[config.mk]
export PLATFORM = sky130hd
export DESIGN_NAME = load_store_unit_flat
export DESIGN_NICKNAME = d
export VERILOG_FILES = /design/src/rtl/lsu_pkg.sv /design/src/rtl/load_store_unit_if.sv /design/src/rtl/lsu_align.sv /design/src/rtl/load_store_unit.sv /design/src/flat_wrapper.sv
export SDC_FILE = /design/constraint.sdc
export NUM_CORES = 1
export LEC_CHECK = 0
export BUFFER_PORTS_ARGS = -buffer_cell sky130_fd_sc_hd__buf_2
export CAP_MARGIN = 20
export CORE_MARGIN = 3
export CORE_UTILIZATION = 50
export DETAILED_ROUTE_END_ITERATION = 8
export GPL_ROUTABILITY_DRIVEN = 0
export PLACE_DENSITY = 0.86
export SLEW_MARGIN = 20
export SYNTH_ARGS = -nofsm -noshare
export SYNTH_HDL_FRONTEND = slang
export SYNTH_SLANG_ARGS = --single-unit
[constraint.sdc]
create_clock -name clk -period 5.51 [get_ports clk]
set_input_delay 0.2755 -clock clk [delete_from_list [all_inputs] [get_ports clk]]
set_output_delay 0.2755 -clock clk [all_outputs]
set_load 0.01 [all_outputs]
[src/rtl/lsu_pkg.sv]
// Shared types for the load/store unit: funct3 encodings and FSM states.
package lsu_pkg;

  localparam logic [2:0] F3_LB  = 3'b000;
  localparam logic [2:0] F3_LH  = 3'b001;
  localparam logic [2:0] F3_LW  = 3'b010;
  localparam logic [2:0] F3_LBU = 3'b100;
  localparam logic [2:0] F3_LHU = 3'b101;

  typedef enum logic [1:0] {
    IDLE,
    REQ,
    WAIT,
    DONE
  } lsu_state_t;

endpackage

[src/rtl/load_store_unit_if.sv]
// Data-memory bus: req/gnt request phase, rvalid read-data phase.
interface load_store_unit_if;

  logic        mem_req;
  logic        mem_we;
  logic [31:0] mem_addr;
  logic [3:0]  mem_be;
  logic [31:0] mem_wdata;
  logic        mem_gnt;
  logic        mem_rvalid;
  logic [31:0] mem_rdata;

  modport master (
    output mem_req,
    output mem_we,
    output mem_addr,
    output mem_be,
    output mem_wdata,
    input  mem_gnt,
    input  mem_rvalid,
    input  mem_rdata
  );

  modport slave (
    input  mem_req,
    input  mem_we,
    input  mem_addr,
    input  mem_be,
    input  mem_wdata,
    output mem_gnt,
    output mem_rvalid,
    output mem_rdata
  );

endinterface

[src/rtl/lsu_align.sv]
// Byte-enable / store-lane replication and load lane extract with extension.
module lsu_align
  import lsu_pkg::*;
(
  input  logic [2:0]  st_funct3,
  input  logic [1:0]  st_off,
  input  logic [31:0] st_data,
  output logic [3:0]  be,
  output logic [31:0] wdata,
  input  logic [2:0]  ld_funct3,
  input  logic [1:0]  ld_off,
  input  logic [31:0] ld_word,
  output logic [31:0] ld_data
);

  logic [7:0]  ld_b;
  logic [15:0] ld_h;
  logic        ld_sx;

  assign ld_b  = ld_word[{ld_off, 3'b000} +: 8];
  assign ld_h  = ld_word[{ld_off[1], 4'b0000} +: 16];
  assign ld_sx = ~ld_funct3[2];

  always_comb begin
    be    = 4'b1111;
    wdata = st_data;
    unique case (1'b1)
      st_funct3 inside {F3_LB, F3_LBU}: begin
        be    = 4'b0001 << st_off;
        wdata = {4{st_data[7:0]}};
      end
      st_funct3 inside {F3_LH, F3_LHU}: begin
        be    = 4'b0011 << {st_off[1], 1'b0};
        wdata = {2{st_data[15:0]}};
      end
      default: ;
    endcase
  end

  always_comb begin
    ld_data = ld_word;
    unique case (1'b1)
      ld_funct3 inside {F3_LB, F3_LBU}:
        ld_data = {{24{ld_b[7] & ld_sx}}, ld_b};
      ld_funct3 inside {F3_LH, F3_LHU}:
        ld_data = {{16{ld_h[15] & ld_sx}}, ld_h};
      default: ;
    endcase
  end

endmodule

[src/rtl/load_store_unit.sv]
// Multi-cycle load/store stage on a req/gnt/rvalid bus, with timeout.
// Define MISALIGN_TRAP_EN to trap misaligned H/W accesses instead of aligning.
module load_store_unit
  import lsu_pkg::*;
#(
  parameter int unsigned TIMEOUT_CYCLES = 255
) (
  input  logic               clk,
  input  logic               rst,
  input  logic               req_valid,
  input  logic               req_is_store,
  input  logic [2:0]         req_funct3,
  input  logic [31:0]        req_addr,
  input  logic [31:0]        req_wdata,
  output logic               stall,
  output logic [31:0]        rdata,
  output logic               rdata_valid,
  output logic               bus_err,
  output logic               misalign,
  load_store_unit_if.master  mem
);

  localparam logic [15:0] CNT_LAST = 16'(TIMEOUT_CYCLES - 1);

  lsu_state_t  state_q;
  lsu_state_t  state_d;
  logic [15:0] cnt_q;
  logic        we_q;
  logic [31:0] addr_q;
  logic [1:0]  off_q;
  logic [3:0]  be_q;
  logic [31:0] wdata_q;
  logic [2:0]  f3_q;
  logic        err_q;
  logic [31:0] rdata_q;

  logic [3:0]  be_d;
  logic [31:0] wdata_d;
  logic [31:0] ld_data;
  logic        accept;
  logic        trap;
  logic        expired;
  logic        fin_err;
  logic        done;

  lsu_align u_align (
    .st_funct3 (req_funct3),
    .st_off    (req_addr[1:0]),
    .st_data   (req_wdata),
    .be        (be_d),
    .wdata     (wdata_d),
    .ld_funct3 (f3_q),
    .ld_off    (off_q),
    .ld_word   (mem.mem_rdata),
    .ld_data   (ld_data)
  );

  assign accept  = (state_q == IDLE) & req_valid;
  assign expired = (cnt_q == CNT_LAST);
  assign done    = (state_q == DONE);

`ifdef MISALIGN_TRAP_EN
  logic mis_q;

  always_comb begin
    trap = 1'b0;
    unique case (1'b1)
      req_funct3 inside {F3_LB, F3_LBU}:
        trap = 1'b0;
      req_funct3 inside {F3_LH, F3_LHU}:
        trap = req_addr[0];
      default:
        trap = |req_addr[1:0];
    endcase
  end

  always_ff @(posedge clk or posedge rst) begin
    if (rst) begin
      mis_q <= 1'b0;
    end else if (accept) begin
      mis_q <= trap;
    end
  end

  assign misalign = done & mis_q;
`else
  assign trap     = 1'b0;
  assign misalign = 1'b0;
`endif

  // A store completes on gnt; a gnt arriving on the last
  // budgeted cycle of a load still counts as a timeout.
  always_comb begin
    state_d = state_q;
    fin_err = 1'b0;
    unique case (state_q)
      IDLE: begin
        if (req_valid) begin
          state_d = trap ? DONE : REQ;
        end
      end
      REQ: begin
        if (mem.mem_gnt && we_q) begin
          state_d = DONE;
        end else if (expired) begin
          state_d = DONE;
          fin_err = 1'b1;
        end else if (mem.mem_gnt) begin
          state_d = WAIT;
        end
      end
      WAIT: begin
        if (mem.mem_rvalid) begin
          state_d = DONE;
        end else if (expired) begin
          state_d = DONE;
          fin_err = 1'b1;
        end
      end
      DONE: begin
        state_d = IDLE;
      end
    endcase
  end

  always_ff @(posedge clk or posedge rst) begin
    if (rst) begin
      state_q <= IDLE;
    end else begin
      state_q <= state_d;
    end
  end

  always_ff @(posedge clk or posedge rst) begin
    if (rst) begin
      cnt_q   <= '0;
      we_q    <= 1'b0;
      addr_q  <= '0;
      off_q   <= '0;
      be_q    <= '0;
      wdata_q <= '0;
      f3_q    <= '0;
      err_q   <= 1'b0;
      rdata_q <= '0;
    end else begin
      if (accept) begin
        cnt_q   <= '0;
        we_q    <= req_is_store;
        addr_q  <= {req_addr[31:2], 2'b00};
        off_q   <= req_addr[1:0];
        be_q    <= be_d;
        wdata_q <= wdata_d;
        f3_q    <= req_funct3;
        err_q   <= 1'b0;
        rdata_q <= '0;
      end else if (state_q == REQ || state_q == WAIT) begin
        cnt_q <= cnt_q + 16'd1;
      end
      if (fin_err) begin
        err_q <= 1'b1;
      end
      if (state_q == WAIT && mem.mem_rvalid) begin
        rdata_q <= ld_data;
      end
    end
  end

  assign mem.mem_req   = (state_q == REQ);
  assign mem.mem_we    = we_q;
  assign mem.mem_addr  = addr_q;
  assign mem.mem_be    = be_q;
  assign mem.mem_wdata = wdata_q;

  assign stall       = req_valid & ~done;
  assign rdata       = rdata_q;
  assign rdata_valid = done & ~we_q & ~err_q & ~misalign;
  assign bus_err     = done & err_q;

endmodule
[src/flat_wrapper.sv]
// flat-port wrapper written by rule: the top's interface ports become plain ports
module load_store_unit_flat import lsu_pkg::*;
#(
  parameter int unsigned TIMEOUT_CYCLES = 255
)
  (clk, rst, req_valid, req_is_store, req_funct3, req_addr, req_wdata, stall, rdata, rdata_valid, bus_err, misalign, mem_mem_req, mem_mem_we, mem_mem_addr, mem_mem_be, mem_mem_wdata, mem_mem_gnt, mem_mem_rvalid, mem_mem_rdata);
  load_store_unit_if mem_i ();
  input  logic clk;
  input  logic rst;
  input  logic req_valid;
  input  logic req_is_store;
  input  logic [2:0] req_funct3;
  input  logic [31:0] req_addr;
  input  logic [31:0] req_wdata;
  output logic stall;
  output logic [31:0] rdata;
  output logic rdata_valid;
  output logic bus_err;
  output logic misalign;
  output wire logic [$bits(mem_i.mem_req)-1:0] mem_mem_req;
  output wire logic [$bits(mem_i.mem_we)-1:0] mem_mem_we;
  output wire logic [$bits(mem_i.mem_addr)-1:0] mem_mem_addr;
  output wire logic [$bits(mem_i.mem_be)-1:0] mem_mem_be;
  output wire logic [$bits(mem_i.mem_wdata)-1:0] mem_mem_wdata;
  input wire logic [$bits(mem_i.mem_gnt)-1:0] mem_mem_gnt;
  input wire logic [$bits(mem_i.mem_rvalid)-1:0] mem_mem_rvalid;
  input wire logic [$bits(mem_i.mem_rdata)-1:0] mem_mem_rdata;
  assign mem_mem_req = mem_i.mem_req;
  assign mem_mem_we = mem_i.mem_we;
  assign mem_mem_addr = mem_i.mem_addr;
  assign mem_mem_be = mem_i.mem_be;
  assign mem_mem_wdata = mem_i.mem_wdata;
  assign mem_i.mem_gnt = mem_mem_gnt;
  assign mem_i.mem_rvalid = mem_mem_rvalid;
  assign mem_i.mem_rdata = mem_mem_rdata;
  load_store_unit #(.TIMEOUT_CYCLES(TIMEOUT_CYCLES)) u_core (.clk(clk), .rst(rst), .req_valid(req_valid), .req_is_store(req_is_store), .req_funct3(req_funct3), .req_addr(req_addr), .req_wdata(req_wdata), .stall(stall), .rdata(rdata), .rdata_valid(rdata_valid), .bus_err(bus_err), .misalign(misalign), .mem(mem_i));
endmodule
After elaboration in Yosys (flattened, before gate mapping)
Index checks and enable logic that the tools add are counted.
W data, S select, Z words.
- add/sub/neg operators: 1
- equal/unequal tests: 13
- shift operators: 4
- mux-type cells: 20
- bitwise operators: 11
- reduce and logical (&&, ||, !) cells: 14
- operator list (kind ; count):
    $pmux W32 S2 ; 2
    $mux W32 ; 2
    $mux W16 ; 2
    $shiftx A32 B6 Y16 ; 1
    $shiftx A32 B6 Y8 ; 1
    $add A16 B1 Y16 const B ; 1
    $eq A16 B8 Y1 const B ; 1
    $reduce_bool A2 Y1 ; 7
    $eq A3 B3 Y1 const B ; 4
    $mux W2 ; 6
    $pmux W2 S4 ; 1
    $pmux W4 S2 ; 1
    $and A1 B1 Y1 ; 7
    $eq A3 B1 Y1 const B ; 2
    $logic_not A3 Y1 ; 2
    $mux W1 ; 5
    $eq A2 B2 Y1 const B ; 2
    $ne A4 B1 Y1 const B ; 1
    $not A1 Y1 ; 4
    $shl A1 B2 Y4 const A ; 1
    $shl A2 B2 Y4 const A ; 1
    $ne A3 B2 Y1 const B ; 1
    $reduce_and A3 Y1 ; 1
    $eq A2 B1 Y1 const B ; 1
    other kinds (5) ; 6
- bits in registers: 123
- input bits: 105
- output and inout port bits: 106
- word-level logic and storage cells: 73

Depth between registers and ports, before layout
Gate-level depths: netlist (run 1).
- depth after elaboration: 5
- mapped depth: 9
- gate-level depth less buffers: 6

Cells and area by module
A second synthesis (run 1) with hierarchy kept.
- cell total of the unflattened synthesis: 659
- area total of the unflattened synthesis: 6130.9 um2
- modules (own cells, without submodules) (module ; times used ; cells an instance ; area an instance (um2) ; seq. area each (um2)):
    load_store_unit ; 1 ; 495 ; 4938.5 ; 3078.0
    lsu_align ; 1 ; 164 ; 1192.4 ; 0.0

Worst setup path after synthesis (run 1)
No wires, ideal clock.
- path kind: flip-flop to flip-flop
- start point: register u_core.state_q[0]
- end point: register u_core.cnt_q[15]
- setup time: 78 ps
- data arrival time: 1858 ps
- data required time: 5432 ps
- setup slack: 3574 ps
- stages on the path, launching flop included: 9
- buffers on the path: 2
- period minus slack after synthesis: 1936 ps
- path through: dfrtp_1 -> inv_1 -> ha_1 -> clkbuf_2 -> and3_1 -> buf_2 -> nand2_1 -> or4_1 -> a21oi_1
- cells in the longest elaborated chain, start to end: 3
- elaborated cells on any way between the ends: 7
- those cells by class: eq/ne (2); mux (1); bitwise (1); reduce/logical (3)
- ends and longest elaborated chain (item ; line ; text):
    from (decl) ; load_store_unit.sv:25 ; lsu_state_t state_q;
    from (signal assigned) ; load_store_unit.sv:130 ; state_q <= state_d;
    $logic_not A2 Y1, or another cell as far along ; load_store_unit.sv:58 ; assign accept = (state_q == IDLE) & req_valid;
    $and A1 B1 Y1 or $logic_or A1 B1 Y1 (tied branches) ; load_store_unit.sv:58, load_store_unit.sv:156 ;
    $mux W16 or $reduce_bool A2 Y1 (tied branches) ; -- ;
    to (signal assigned) ; load_store_unit.sv:157 ; cnt_q <= cnt_q + 16'd1;
    to (decl) ; load_store_unit.sv:27 ; logic [15:0] cnt_q;
Several ways; a longest one is shown, not always the timed one.
A chain may end at the register's enable or synchronous reset.

Final worst setup path (run 1)
- start point: register u_core.off_q[1]
- end point: register u_core.rdata_q[16], in the netlist u_core.rdata[16]
- cells in the longest elaborated chain, start to end: 4
- elaborated cells on any way between the ends: 6
- those cells by class: shift (2); mux (2); bitwise (2)
- ends and longest elaborated chain (item ; line ; text):
    from (decl) ; load_store_unit.sv:30 ; logic [1:0] off_q;
    from (signal assigned) ; load_store_unit.sv:150 ; off_q <= req_addr[1:0];
    $shiftx A32 B6 Y16 or $shiftx A32 B6 Y8 (tied branches) ; lsu_align.sv:21, lsu_align.sv:20 ;
    $and A1 B1 Y1, on equally long branches ; lsu_align.sv:46, lsu_align.sv:44 ;
    $pmux W32 S2 * ; lsu_align.sv:42 ; unique case (1'b1)
    $mux W32 * ; load_store_unit.sv:162 ; if (state_q == WAIT && mem.mem_rvalid) begin
    to (signal assigned) ; load_store_unit.sv:163 ; rdata_q <= ld_data;
    to (decl) ; load_store_unit.sv:35 ; logic [31:0] rdata_q;
Mark *: on every way between the ends. The rest lies on a longest branch, timed or not.

==> results of run 1 <==
## synth_stat cells, types with 3 or more instances
cell type	count
inv_1	16
buf_4	3
o21ai_0	41
a31oi_1	4
o22ai_1	7
nor2_1	25
nor2b_1	19
nand3_1	4
clkbuf_1	30
mux2i_1	38
xor2_1	6
a21oi_1	39
nand2b_1	5
ha_1	7
buf_2	6
dfrtp_1	123
a211oi_1	9
and2_1	4
xnor2_1	4
nand4_1	4
nand2_1	171
a221o_2	16
and3_1	6
## through the flow
| stage | instances | worst slack [ns] | power (mW) | instance area (sq um) |
|---|---|---|---|---|
| 2_1_floorplan | 626 | 1.96 | 2.57 | 5890 |
| 3_5_place_dp | 934 | 3.18 | 3.17 | 6950 |
| 5_1_grt | 967 | 2.93 | 4.64 | 7560 |
| 4_1_cts | 966 | 3.18 | 4.35 | 7560 |
| 6_report | 967 | 3.13 | 4.33 | 7560 |
| 3_3_place_gp | 934 | 3.19 | 3.12 | 6950 |
## kinds of logic (layout without fill, tap and decap cells)
kind of cell,count (synthesis),count (layout)
other,1,4
buffers and inverters,59,259
and+or+nand+nor,252,252
adders and majority gates,7,7
DFF,123,123
AOI/OAI and AO/OA,131,131
muxes,41,41
xor gates and xnor gates,10,10
## area by class of cell
| class | instances | area (sq um) | area share (%) |
|---|---|---|---|
| multi-input combinational | 444 | 2570 | 33.9 |
| tap | 140 | 175 | 2.32 |
| clock buffer | 18 | 439 | 5.81 |
| sequential | 123 | 3080 | 40.7 |
| clock inverter | 14 | 174 | 2.30 |
| antenna | 1 | 2.50 | 0.0331 |
| timing repair buffer | 211 | 1070 | 14.1 |
| inverter | 16 | 62.6 | 0.827 |
## where the power goes
| group | internal, mW | switching, mW | leakage, nW | total, mW |
|---|---|---|---|---|
| logic | 0.684 | 0.913 | 2.19 | 1.60 |
| clock network | 0.698 | 0.456 | 0.300 | 1.15 |
| registers | 1.28 | 0.306 | 1.57 | 1.58 |
| total | 2.66 | 1.67 | 4.06 | 4.33 |
## per-layer routing
| metal | GRT usage, % | up-vias | share of wire [%] |
|---|---|---|---|
| li1 | - | 2503 | - |
| met1 | 32.8 | 2440 | 42 |
| met2 | 39.1 | 238 | 46 |
| met3 | 7.72 | 23 | 9.8 |
| met4 | 7.52 | 0 | 1.7 |
| met5 | 0 | - | 0 |
## sequential cells by signal, indices dropped and copies added (netlist names)
register              count
u_core.cnt_q             16
u_core.err_q              1
u_core.f3_q               3
u_core.mem.mem_addr      30
u_core.mem.mem_be         4
u_core.mem.mem_wdata     32
u_core.mem.mem_we         1
u_core.off_q              2
u_core.rdata             32
u_core.state_q            2
## placed cells by master (no fill, tap or decap), types with 4 or more instances in the layout
| cell | netlist | layout |
|---|---|---|
| a221o_2 | 16 | 16 |
| clkbuf_16 | 0 | 17 |
| inv_6 | 0 | 4 |
| a21oi_1 | 39 | 38 |
| a211oi_1 | 9 | 9 |
| dfrtp_1 | 123 | 123 |
| inv_1 | 16 | 15 |
| buf_2 | 6 | 207 |
| nor2_1 | 25 | 25 |
| xnor2_1 | 4 | 4 |
| buf_4 | 3 | 4 |
| o22ai_1 | 7 | 7 |
| nand2b_1 | 5 | 5 |
| nand2_1 | 171 | 170 |
| a31oi_1 | 4 | 4 |
| o21ai_0 | 41 | 41 |
| nand3_1 | 4 | 4 |
| xor2_1 | 6 | 6 |
| nor2b_1 | 19 | 19 |
| nand4_1 | 4 | 4 |
| and3_1 | 6 | 6 |
| mux2i_1 | 38 | 38 |
| inv_8 | 0 | 4 |
| ha_1 | 7 | 7 |
## worst min path at each step
stage | cells after the start | slack, ns | to | from
final | 3 | 0.05 | u_core.mem.mem_addr[11] | req_addr[11]
after global routing | 3 | 0.05 | u_core.mem.mem_addr[23] | req_addr[23]
after CTS | 3 | 0.04 | u_core.mem.mem_addr[11] | req_addr[11]
after detailed placement | 2 | 0.46 | u_core.mem.mem_wdata[5] | u_core.mem.mem_wdata[5]
after global placement | 2 | 0.45 | u_core.mem.mem_addr[15] | u_core.mem.mem_addr[15]
after floorplan | 2 | 0.38 | u_core.f3_q[2] | req_funct3[2]
## worst reg2reg max path: stages (launching register included)
cell and delay, ns:
dfrtp_1 0.83, mux2_4 0.33, o21ai_2 0.08, a2111oi_4 0.87, a221o_2 0.22
==> metrics.md, run 1 <==
| Metric | Value |
|---|---|
| Status | `finished, final reports clean` |
| Reg2reg end | `u_core.rdata[16]` |
| Setup-failing EPs final | `0` |
| Hold Crit Class | `primary input to flip-flop` |
| Crit Reg-Reg Startpoint | `u_core.off_q[1]` |
| Nets | `around 900` |
| Vias | `between 5000 and 6000` |
| Setup Skew | `around 0.013 ns` |
| Synth warn | `0` |
| CP max stage delay | `0.87 ns` |
| Crit Path Class | `flip-flop to flip-flop` |
| Clock sink total | `around 120` |
| Share of cells above drive strength 1 | `between 30% and 40%` |
| Simple-gate share of the synthesized area | `between 10% and 20%` |
| Via count of the first global-routing pass | `5162` |
| CP max stage cell | `a2111oi_4` |
| Sequential share of the synthesized area | `between 50% and 60%` |
| Drt initial violations | `approximately 470` |
| Top delay family on crit path | `compound AO/OA/AOI/OAI gates` |
| Layout area overhead | `28.5%` |
| CTS Hold Buffers Added | `0` |
| Post-synth ARST share | `100%` |
| Worst-skew pair later-pin latency | `between 0.4 and 0.5 ns` |
| P per Cell Area | `roughly 570 nW/um^2` |
| Max Freq | `between 400 and 500 MHz` |
| Largest family of logic cells by synthesized area | `simple AND/OR/NAND/NOR gates` |
| Worst vdd ir | `0.381 mV` |
| First-pass GRT wire length | `between 20000 and 30000 um` |
| Routed WL | `between 15000 and 20000 um` |
| Row Count | `38` |
| Post-route ant nets | `0` |
| Number of synthesized register bits | `123` |
| Initial antenna violation count | `1` |
| Final Hold Fails | `0` |
| Core Area | `11200 sq um` |
| Residual DRC | `0` |
| Vias/cell | `5.38` |
| Post-synth EDFFs | `0` |
| Fin. max-slew vios | `0` |
| DIE AREA | `between 10000 and 15000 sq um` |
| Setup Fix Bufs, Post-CTS | `0` |
| Post-synthesis xor/xnor area fraction | `under 10%` |
| 1st-pass router iterations | `5` |
| Remaining Overflow, GRT | `0` |
| Die Wd | `114 um` |
| Die H | `around 110 um` |
| Worst setup EP type | `flip-flop` |
| Crit start category | `flip-flop` |
| Post-Syn Instances | `about 620` |
| CP Max Fanout | `19` |
| I/O pin cnt | `between 200 and 250` |
| Register clock-pin slew on the reported worst setup and hold paths | `0.06 ns` |
| Initial Util | `52.7%` |
| Cell depth of the worst setup path | `4` |
| Wire length per cell | `16.4 um` |
| CP Data Arrival Time | `~2.7 ns` |
| Register-to-register setup slack | `~3.1 ns` |
| Part of the cycle the worst path needs | `a little over two fifths` |
| Max-cap viol count | `0` |
| Yosys cell types | `between 50 and 60` |
| GRT Total Usage | `between 20 and 25%` |
| Synthesized area | `between 5000 and 6000 sq um` |
| R2R depth | `4` |
| TritonCTS clock tree | `yes` |
| Hold_ws | `0.0518 ns` |
| Core Util, Final | `between 60% and 70%` |
| Synth top area share | `between 50% and 60%` |
| Largest net degree at the start of global routing | `83` |
| CP cell instances | `mux2_4 -> o21ai_2 -> a2111oi_4 -> a221o_2` |
| DP HPWL | `roughly 11000 um` |
| Number of port buffers | `~210` |
| H-tree levels | `4` |
| Final Critical Period | `2.38 ns` |
| RSZ-0062 raised after global routing | `no` |
| Critical Path Start | `u_core.off_q[1]` |
| Synth Flop Type | `dfrtp_1` |
| Total CTS buffers | `17` |
| Fillers | `approximately 840` |
| Worst-margin pin slew | `approximately 0.99 ns` |
| Longest Clk Path Bufs | `2` |
| CP endpoint | `u_core.rdata[16]` |
| Synth area leaders | `dfrtp_1 (52%), nand2_1 (11%), mux2i_1 (6.5%), o21ai_0 (3.5%), a21oi_1 (3.3%)` |
| Relative slew slack | `roughly a third` |
| CP required | `~5.9 ns` |
| Buf/Inv on CP | `0` |
| Post-CTS Resized | `0` |
| Leak | `just over 4 nW` |
| CTS root buffer | `clkbuf_16` |
| Synth area leader | `dfrtp_1` |
| Mean Syn Cell Area | `9.43 sq um` |
| Setup TNS | `0 ns` |
| Post-synthesis mux area share | `under 10%` |
| Synth Area in Compound Gates | `~15%` |
| Post-Synth Adder-Cell Area | `1.49%` |
Note: power is estimated with default switching activity, not from simulation.
==> run 2, diff against run 1 <==
clock period = 2.2 ns   (was 5.51 ns; I/O delays follow)
==> run 2 against run 1 <==
Against the previous run:
- power rose to 2.6 times the previous value
- design area grew 11%
- largest cell class unchanged
- sequential share of layout area shrank 4.0 points
- critical path type unchanged
- via count grew 16%
- non-clock buffer count is 81 higher
- global-route usage increased by 6.6 points
- critical endpoint is now u_core.cnt_q[15]
- sequential cell count unchanged
- core utilization rose by 7.4 points
==> metrics.md, run 2 (synthesis results as in run 1) <==
| Metric | Value |
|---|---|
| Status | `finished, final reports clean` |
| P per Cell Area | `between 1000 and 1500 nW/um^2` |
| 1st-pass router iterations | `5` |
| Most common cell after layout, fill and taps aside | `buf_2` |
| Crit Path Class | `flip-flop to flip-flop` |
| I/O pin cnt | `between 200 and 250` |
| RSZ-0062 raised after global routing | `no` |
| Number of port buffers | `about 210` |
| Vias | `between 6000 and 7000` |
| R2R depth | `6` |
| Drt initial violations | `a little under 800` |
| Max Freq | `503 MHz` |
| Worst setup EP type | `flip-flop` |
| Vias/cell | `approximately 5.8` |
| Die H | `114 um` |
| Setup-failing EPs final | `0` |
| Max-cap viol count | `0` |
| Relative slew slack | `57.4%` |
| Area occupied by multi-input gates | `approximately 2600 sq um` |
| Nets | `just over 1000` |
| Core Area | `11200 sq um` |
| Final Critical Period | `roughly 2.0 ns` |
| Crit start category | `flip-flop` |
| Worst-margin pin slew | `around 0.64 ns` |
| Worst Hold Path Cells | `3` |
| Layout area overhead | `42.5%` |
| Setup Skew | `between 0.009 and 0.01 ns` |
| Setup TNS | `0 ns` |
| Fillers | `about 690` |
| Register Area | `3080 sq um` |
| CP Max Fanout | `6` |
| Most frequent cells in the layout | `buf_2 (207), nand2_1 (170), dfrtp_1 (123)` |
| DP HPWL | `about 11000 um` |
| GRT Total Usage | `between 30% and 40%` |
| Share of cells above drive strength 1 | `30.4%` |
| Longest Clk Path Bufs | `2` |
| Final Hold Fails | `0` |
| Post-route ant nets | `0` |
| Initial Util | `between 50 and 60%` |
| Via count of the first global-routing pass | `around 6300` |
| Routed WL | `~20000 um` |
| Worst vdd ir | `roughly 0.88 mV` |
| Largest net degree at the start of global routing | `approximately 120` |
| Hold Crit Class | `primary input to flip-flop` |
| Core Util, Final | `between 70% and 80%` |
| Die Wd | `about 110 um` |
| Remaining Overflow, GRT | `0` |
| TritonCTS clock tree | `yes` |
| Initial antenna violation count | `0` |
| Register clock-pin slew on the reported worst setup and hold paths | `0.06 ns` |
| Clock sink total | `123` |
| Post-CTS Resized | `0` |
| Total CTS buffers | `17` |
| Worst-skew pair later-pin latency | `0.41 ns` |
| First-pass GRT wire length | `31900 um` |
| Residual DRC | `0` |
| CP required | `roughly 2.5 ns` |
| Wire length per cell | `around 19 um` |
| Row Count | `38` |
| CP Data Arrival Time | `between 2 and 2.5 ns` |
| Part of the cycle the worst path needs | `approximately nine tenths` |
| CTS root buffer | `clkbuf_16` |
| Leak | `4.40 nW` |
| Fin. max-slew vios | `0` |
| DIE AREA | `approximately 13000 sq um` |
| H-tree levels | `4` |
-- run 2: cell types whose count changed in the layout (fill, tap and decap cells not counted), sizes merged, moves of 2 or more --
cell	previous run	this run
dlygate4sd3	0	72
buf	211	220
inv	24	15
clkbuf	18	25
clkinvlp	1	3
diode	1	3
-- run 2: final cells by class --
class                      instances  share of cell area (%)
antenna                            3                  0.0895
sequential                       123                    36.7
timing repair buffer             292                    22.7
clock buffer                      25                    6.03
inverter                          16                   0.761
multi-input combinational        444                    30.6
clock inverter                     6                    1.01
tap                              140                    2.09
-- run 2: per-layer routing --
layer	track usage, %	vias up	wire, um
met5	0	-	0
met4	13.9	0	667
met3	11.3	74	2190
met2	52.7	375	10000
met1	35.7	2934	7490
li1	-	2659	-
-- run 2: report_power, final --
part           total [mW]  switching [mW]  internal [mW]
Combinational        4.61            2.68           1.93
Sequential           3.95           0.741           3.21
Clock                2.79           0.986           1.81
Total                11.4            4.41           6.94
-- run 2: worst paths after layout --
path	slack [ns]	start	end
hold / removal	0.01	req_wdata[9]	u_core.mem.mem_wdata[9]
setup reg to reg	0.21	u_core.state_q[0]	u_core.cnt_q[15]
max in group asynchronous	1.28	rst	u_core.state_q[1]
min in group asynchronous	0.46	rst	u_core.mem.mem_wdata[7]
hold reg to reg	0.47	u_core.mem.mem_addr[31]	u_core.mem.mem_addr[31]
setup / recovery	0.21	u_core.state_q[0]	u_core.cnt_q[15]
-- run 2: metrics by stage --
stage               instance area, sq um  hold slack, ns  instances  worst slack, ns  power [mW]
finish                              8390          0.0147       1049            0.213        11.4
global route                        8380          0.0269       1046           0.0545        12.0
CTS                                 8380        0.000736       1046            0.235        11.1
detailed placement                  7070           0.302        943            0.241        8.13
floorplan                           5900           0.215        626            0.264        6.44
global placement                    7070           0.298        943            0.346        7.99
-- run 2: repair_timing --
item / in CTS / in global routing
hold endpoints to repair: 194 / 0
hold buffers: 72 / 0
buffers inserted: 0 / 0
-- run 2: critical path, stage by stage (launching register included) --
cell     delay (ns)
dfrtp_1        0.41
inv_1          0.11
ha_1           0.33
and3_1         0.27
nand2_1        0.11
or4_1          0.52
a21oi_1        0.17
